[src/rtl/sync_fifo_occ.sv]
// Synchronous single-clock FIFO for any depth (power of two or not).
// Reports occupancy, watermarks, peak occupancy and sticky overflow/underflow flags.
module sync_fifo_occ #(
    parameter int unsigned WIDTH    = 8,
    parameter int unsigned DEPTH    = 6,
    parameter int unsigned AF_LEVEL = DEPTH - 1,
    parameter int unsigned AE_LEVEL = 1,
    parameter int unsigned CNT_W    = $clog2(DEPTH + 1)
) (
    input  logic             clk,
    input  logic             rst,
    input  logic             wr_en,
    input  logic [WIDTH-1:0] wr_data,
    input  logic             rd_en,
    output logic [WIDTH-1:0] rd_data,
    output logic             rd_valid,
    output logic             full,
    output logic             empty,
    output logic             almost_full,
    output logic             almost_empty,
    output logic [CNT_W-1:0] number_of_current_entries,
    output logic [CNT_W-1:0] peak_entries,
    output logic             overflow,
    output logic             underflow,
    input  logic             clr_err
);

    localparam int unsigned      PTR_W    = (DEPTH > 1) ? $clog2(DEPTH) : 1;
    localparam logic [PTR_W-1:0] PTR_LAST = PTR_W'(DEPTH - 1);
    localparam logic [CNT_W-1:0] CNT_MAX  = CNT_W'(DEPTH);

    logic [WIDTH-1:0] mem [DEPTH];
    logic [PTR_W-1:0] wr_ptr;
    logic [PTR_W-1:0] rd_ptr;

    logic             rd_acc;
    logic             wr_acc;
    logic [CNT_W-1:0] cnt_nxt;
    logic [CNT_W-1:0] peak_nxt;
    logic             ovf_nxt;
    logic             unf_nxt;

    // Accept decisions come from registered flags; a full FIFO may take a write only alongside a pop.
    always_comb begin
        rd_acc   = rd_en & ~empty;
        wr_acc   = wr_en & (~full | rd_acc);
        cnt_nxt  = number_of_current_entries;
        if (wr_acc && !rd_acc) begin
            cnt_nxt = number_of_current_entries + CNT_W'(1);
        end else if (rd_acc && !wr_acc) begin
            cnt_nxt = number_of_current_entries - CNT_W'(1);
        end
        ovf_nxt  = (overflow  & ~clr_err) | (wr_en & ~wr_acc);
        unf_nxt  = (underflow & ~clr_err) | (rd_en & ~rd_acc);
        peak_nxt = peak_entries;
        if (clr_err || (cnt_nxt > peak_entries)) begin
            peak_nxt = cnt_nxt;
        end
    end

    // Storage is not reset; writes are suppressed while reset is held.
    always_ff @(posedge clk) begin
        if (rst && wr_acc) begin
            mem[wr_ptr] <= wr_data;
        end
    end

    always_ff @(posedge clk) begin
        if (!rst) begin
            wr_ptr                    <= '0;
            rd_ptr                    <= '0;
            rd_data                   <= '0;
            rd_valid                  <= 1'b0;
            number_of_current_entries <= '0;
            full                      <= 1'b0;
            empty                     <= 1'b1;
            almost_full               <= (AF_LEVEL == 0);
            almost_empty              <= 1'b1;
            peak_entries              <= '0;
            overflow                  <= 1'b0;
            underflow                 <= 1'b0;
        end else begin
            if (wr_acc) begin
                wr_ptr <= (wr_ptr == PTR_LAST) ? '0 : wr_ptr + PTR_W'(1);
            end
            if (rd_acc) begin
                rd_ptr  <= (rd_ptr == PTR_LAST) ? '0 : rd_ptr + PTR_W'(1);
                rd_data <= mem[rd_ptr];
            end
            rd_valid <= rd_acc;

            // Status flags decode the next occupancy so they line up with the count.
            number_of_current_entries <= cnt_nxt;
            full                      <= (cnt_nxt == CNT_MAX);
            empty                     <= (cnt_nxt == '0);
            almost_full               <= (32'(cnt_nxt) >= AF_LEVEL);
            almost_empty              <= (32'(cnt_nxt) <= AE_LEVEL);
            peak_entries              <= peak_nxt;
            overflow                  <= ovf_nxt;
            underflow                 <= unf_nxt;
        end
    end

endmodule
[config.mk]
export PLATFORM = sky130hd
export DESIGN_NAME = sync_fifo_occ
export DESIGN_NICKNAME = d
export VERILOG_FILES = /design/src/rtl/sync_fifo_occ.sv
export SDC_FILE = /design/constraint.sdc
export NUM_CORES = 1
export LEC_CHECK = 0
export BUFFER_PORTS_ARGS = -buffer_cell sky130_fd_sc_hd__buf_2
export CORE_MARGIN = 2
export CORE_UTILIZATION = 35
export DETAILED_ROUTE_END_ITERATION = 8
export GPL_TIMING_DRIVEN = 0
export HOLD_SLACK_MARGIN = 0.1
export PLACE_DENSITY_LB_ADDON = 0.1
export SYNTH_ARGS = -nofsm -noshare
export SYNTH_HDL_FRONTEND = slang
export SYNTH_SLANG_ARGS = --single-unit
[constraint.sdc]
create_clock -name clk -period 2.9 [get_ports clk]
set_input_delay 0.58 -clock clk [delete_from_list [all_inputs] [get_ports clk]]
set_output_delay 0.58 -clock clk [all_outputs]
set_load 0.01 [all_outputs]
# Word level (Yosys, flattened, before mapping)
# Memories as Yosys holds them, arrays and structs flattened. A register that Yosys moved wholly into a read port is not among the register bits.
# Index checks and enable logic that the tools add are counted.
[op_classes] n_addsub=4 n_eq_ne=3 order_cmp=3 n_bitwise=14 n_reduce_logical=8 mux=6
[op_table] operator="2-to-1 mux 3 bit" n=4
[op_table] operator="adder 3 x 1 -> 3 bit, second input constant" n=3
[op_table] operator="== test 3 bit, second input constant" n=3
[op_table] operator="AND 1 bit" n=6
[op_table] operator="NOT 1 bit" n=5
[op_table] operator=">= comparator 3 bit, second input constant" n=1
[op_table] operator="greater-than comparator 3 bit" n=1
[op_table] operator="<= comparator 3 x 1 -> 1 bit, second input constant" n=1
[op_table] operator="logical AND 1 bit" n=3
[op_table] operator="logical NOT 1 bit" n=3
[op_table] operator="logical NOT 3 bit" n=1
[op_table] operator="OR 1 bit" n=3
[op_table] operator="subtractor 3 x 1 -> 3 bit, second input constant" n=1
[op_table] operator="2-to-1 mux 1 bit" n=2
[op_table] operator="logical OR 1 bit" n=1
[word_totals] ff_bits=19 output_inout_bits=21 ramBits=48 input_bits=13 wordCells=50 mem_count=1
[mem_list] name="mem" depth=6 word_bits=8 rd=1 rd_clocked_by_memory_dff=1 write_ports=1 line="32" rtl="logic [WIDTH-1:0] mem [DEPTH];"

# Depth between registers and ports, before layout
[depth] depth_word=10 depth_mapped=10 mapped_depth_nobuf=10

# Worst setup path before layout
# No wires, ideal clock.
[synth_timing] path_type="input port to flip-flop" start="input wr_en" end="register peak_entries[1]" stages=9 t_required_ns=2.779 arrival_time_ns=2.474 path_slack_ns=0.304 path_cell_list="nor3b_2 -> a32oi_1 -> xnor2_1 -> ha_1 -> nand2b_1 -> o21bai_1 -> a21o_1 -> a2111oi_4 -> mux2_4"
[synth_via] elab_chain_cells=7
[synth_rtl] element="start, declared" line="12" rtl="input logic wr_en,"
[synth_rtl] element="AND 1 bit *" line="46" rtl="wr_acc = wr_en & (~full | rd_acc);"
[synth_rtl] element="logical NOT 1 bit" line="50" rtl="end else if (rd_acc && !wr_acc) begin"
[synth_rtl] element="logical AND 1 bit" line="50"
[synth_rtl] element="2-to-1 mux 3 bit" line="50"
[synth_rtl] element="2-to-1 mux 3 bit *" line="48" rtl="if (wr_acc && !rd_acc) begin"
[synth_rtl] element="named net cnt_nxt[2]" line="38" rtl="logic [CNT_W-1:0] cnt_nxt;"
[synth_rtl] element="greater-than comparator 3 bit *" line="56" rtl="if (clr_err || (cnt_nxt > peak_entries)) begin"
[synth_rtl] element="logical OR 1 bit *" line="56"
[synth_rtl] element="end signal, assigned" line="98" rtl="peak_entries <= peak_nxt;"
[synth_rtl] element="end, declared" line="22" rtl="output logic [CNT_W-1:0] peak_entries,"
# Mark *: on every way through the listed nets, which the timed path passes. The rest lies on a longest branch.
# A chain may end at the register's enable or synchronous reset.

# Final worst setup path
[layout_timing] start="register number_of_current_entries[1]" end="register peak_entries[1]"
[layout_via] elab_chain_cells=5
[layout_rtl] element="start, declared" line="21" rtl="output logic [CNT_W-1:0] number_of_current_entries,"
[layout_rtl] element="start signal, assigned" line="93" rtl="number_of_current_entries <= cnt_nxt;"
[layout_rtl] element="subtractor 3 x 1 -> 3 bit" line="51" rtl="cnt_nxt = number_of_current_entries - CNT_W'(1);"
[layout_rtl] element="2-to-1 mux 3 bit" line="50"
[layout_rtl] element="2-to-1 mux 3 bit *" line="48"
[layout_rtl] element="named net cnt_nxt[2]" line="38"
[layout_rtl] element="greater-than comparator 3 bit *" line="56"
[layout_rtl] element="logical OR 1 bit *" line="56"
# Marks and branches as above.

==> impl_results.md <==
* Data arrival, critical path at 2.92 ns
* Pwr Total at approximately 2.5 mW
* Period minus WS final at ~2.7 ns
* Routed WL per cell at around 16 microns
* Period utilization at 0.927
* Seq pwr share at 0.492
* Core Area at roughly 0.0086 sq mm
* CTS Hold Buffers Added at 0
* Mapped Cells at 220
* Number of global-route vias before repair at roughly 1800
* DRC Markers at 0
* Syn Nets at around 240
* Synthesized-area fraction occupied by and/or/nand/nor cells at 0.103
* Yosys warning count at 0
* Bufs on Longest Clock Path at 2
* Violation count after the first detailed-route iteration at 55
* Final antenna-violating net count at 0
* CTS Sinks at 75
* Mapped Area at between 0.003 and 0.004 sq mm
* TritonCTS buffer count at 9
* Worst Clk Skew at between 0.01 and 0.015 ns
* Synth-to-Final Area Change at 16.7%
* Count of cell types in the netlist at 38
* Clock-pin slew on the worst setup and hold paths at about 0.07 ns
* Relative slew slack at 0.436
* RSZ-0062 raised after global routing: false
* Die Y at a little under 100 microns
* CP Capture Type: register
* Final core occ at 0.414
* Gpl congestion at 0.705
* Top cells by area, synth: edfxtp_1 (47%), dfxtp_1 (18%), mux4_2 (5.9%), nand2_1 (3.3%), mux2i_1 (3.3%)
* Number of I/O pins at 34
* DR pass1 iterations at 5
* Int Pwr at roughly 1.8 mW
* CTS root buffer: clkbuf_8
* Critical path required time at roughly 3.1 ns
* Post-CTS sizing at 1
* Largest net degree at the start of global routing at 14
* # setup viols final at 0
* Final Max Slew Viols at 0
* Peak supply drop at about 260 uV
* Die Span X at a little under 100 microns
* Switching Share at 0.287
* Nets at about 280
* Achievable Freq at roughly 370 MHz
* Gr usage total at 0.135
* First-pass GRT wire length at 9740 microns
* GR Overflow Total at 0
* Post-synthesis adder-cell area fraction at 0.0164
* Num rows at 34
* Xor/xnor share of the synthesized area at 0.00861
* Pwr dens at between 700 and 800 mW/mm^2
* Cell accounting for the most synthesized area: edfxtp_1
* # port buffers at 32
* Hpwl dp at 4200 microns
* Cells after DPL at about 360
* Worst Setup Path Type: reg2reg
* Antenna diode count at 0
* Largest family of logic cells by synthesized area: simple AND/OR/NAND/NOR gates
* Register area share after synthesis at 0.649
* Static Leak at about 1.3 nW
* Final Hold Viols at 0
* Comb pwr share at 0.211
* Non-filler cells, final at roughly 380
* Share of layout cells above drive strength 1 at 0.264
* Initial antenna violation count at 0
* Total of max-cap violations at 0
* Ys async rst share at 0
* Synth top area share at 0.472
* Compound-Gate Fraction of Synth Area at 0.0996
* Setup Total Neg Slack at 0 ns
* Outcome: complete, no violations
* Clock power frac at 0.297
* Final WL at 6090 microns
* Critical Path Fanout Max at 6
* Vias at about 1800
* Mux cell area share after synthesis at 0.0968
* CTS H-tree lvls at 3
* Hold Crit Class: reg2reg
* Starting density of the core at 0.355
* Die ar. at approximately 0.0095 sq mm
* NetSw at 726 uW
* EDFF count, synth at 48
* Most used DFF post-synth: edfxtp_1
* Avg Cell Area, Syn at 13.9 sq um
* Synth Register Bits at between 70 and 80
* Worst-margin pin slew at approximately 0.84 ns
* Via/cell ratio at about 4.8
* Worst setup SP type: register
* CTS tree: done
* Post-CTS Setup Repair Bufs at 0
* Clk_lat worst skew at roughly 0.34 ns
==> logic make-up after synthesis <==
family / count (synthesis)
compound gates: 38
xor+xnor: 3
fa+ha+maj: 4
buf+inv: 21
flops: 75
mux: 19
simple gates: 60
==> state kept, by name, indices dropped and copies added, names as in the netlist <==
signal / flops
almost_empty: 1
almost_full: 1
empty: 1
full: 1
mem: 48
number_of_current_entries: 3
overflow: 1
peak_entries: 3
rd_data: 8
rd_ptr: 3
rd_valid: 1
underflow: 1
wr_ptr: 3
==> area by class of cell <==
class                   instances  area, sq um
flip-flops and latches         75         1980
plain buffers                  11         43.8
repair buffers                 34          170
inverters                       9         33.8
clock buffers                  11          153
well taps                     108          135
clock inverters                 5         35.0
fillers                       846         5030
multi-input cells             124         1010
==> final timing paths <==
kind                                           startpoint                      endpoint  cells past startpoint  slack [ns]
hold / removal                    rd_data[5]$_SDFFE_PN0P_       rd_data[5]$_SDFFE_PN0P_                      2        0.47
hold reg to reg                   rd_data[5]$_SDFFE_PN0P_       rd_data[5]$_SDFFE_PN0P_                      2        0.47
setup / recovery  number_of_current_entries[1]$_SDFF_PN0_  peak_entries[1]$_SDFFE_PN0P_                     10        0.21
setup reg to reg  number_of_current_entries[1]$_SDFF_PN0_  peak_entries[1]$_SDFFE_PN0P_                     10        0.21
==> stage by stage <==
step           cell area (sq um)  hold slack [ns]  setup slack (ns)
2_1_floorplan               3050            0.452             0.304
3_3_place_gp                3350            0.456            -0.658
3_5_place_dp                3360            0.464            -0.679
4_1_cts                     3550            0.470             0.123
5_1_grt                     3560            0.482          0.000425
6_report                    3560            0.467             0.211
==> worst max-delay path: stages, from the launching register on <==
cell and delay (ns):
dfxtp_1 0.42, inv_1 0.10, ha_1 0.19, a32oi_1 0.24
xnor2_2 0.18, ha_1 0.30, nand2b_1 0.13, o21bai_1 0.07
a21o_1 0.21, a2111oi_4 0.41, mux2_4 0.33
==> metal layers <==
metal  global-route usage  wire length (microns)  vias up
met1                0.169                   2780      877
met4               0.0609                     97        0
met5                    0                      0        -
met2                0.226                   2980       33
li1                     -                      -      902
met3               0.0281                    229        8
==> synthesized netlist by cell type, types with 2 or more instances <==
| library cell | n |
|---|---|
| a21boi_0 | 10 |
| a21o_1 | 2 |
| a21oi_1 | 5 |
| a32oi_1 | 2 |
| and2_1 | 4 |
| buf_1 | 2 |
| buf_2 | 2 |
| clkbuf_1 | 8 |
| dfxtp_1 | 27 |
| edfxtp_1 | 48 |
| ha_1 | 4 |
| inv_1 | 9 |
| mux2i_1 | 10 |
| mux4_2 | 8 |
| nand2_1 | 27 |
| nand2b_1 | 5 |
| nor2_1 | 2 |
| nor2b_1 | 8 |
| nor3_1 | 7 |
| o211ai_1 | 9 |
| o21ai_0 | 2 |
| xnor2_1 | 3 |
==> cell usage in the layout (no fill, tap or decap), drive strengths merged, types with 5 or more instances in the layout <==
cell / n
edfxtp: 48
buf: 38
nand2: 27
dfxtp: 27
clkbuf: 18
mux2i: 10
a21boi: 10
inv: 10
o211ai: 9
nor2b: 8
mux4: 8
nor3: 7
nand2b: 6
a21oi: 5
==> power groups by stage <==
stage	Combinational, mW	Clock, mW	Sequential [mW]
global placement	0.541	0	1.27
global route	0.600	0.818	1.25
CTS	0.545	0.780	1.25
finish	0.534	0.753	1.24
floorplan	0.363	0	1.29
detailed placement	0.542	0	1.27
Power figures use the tool's default switching activity.
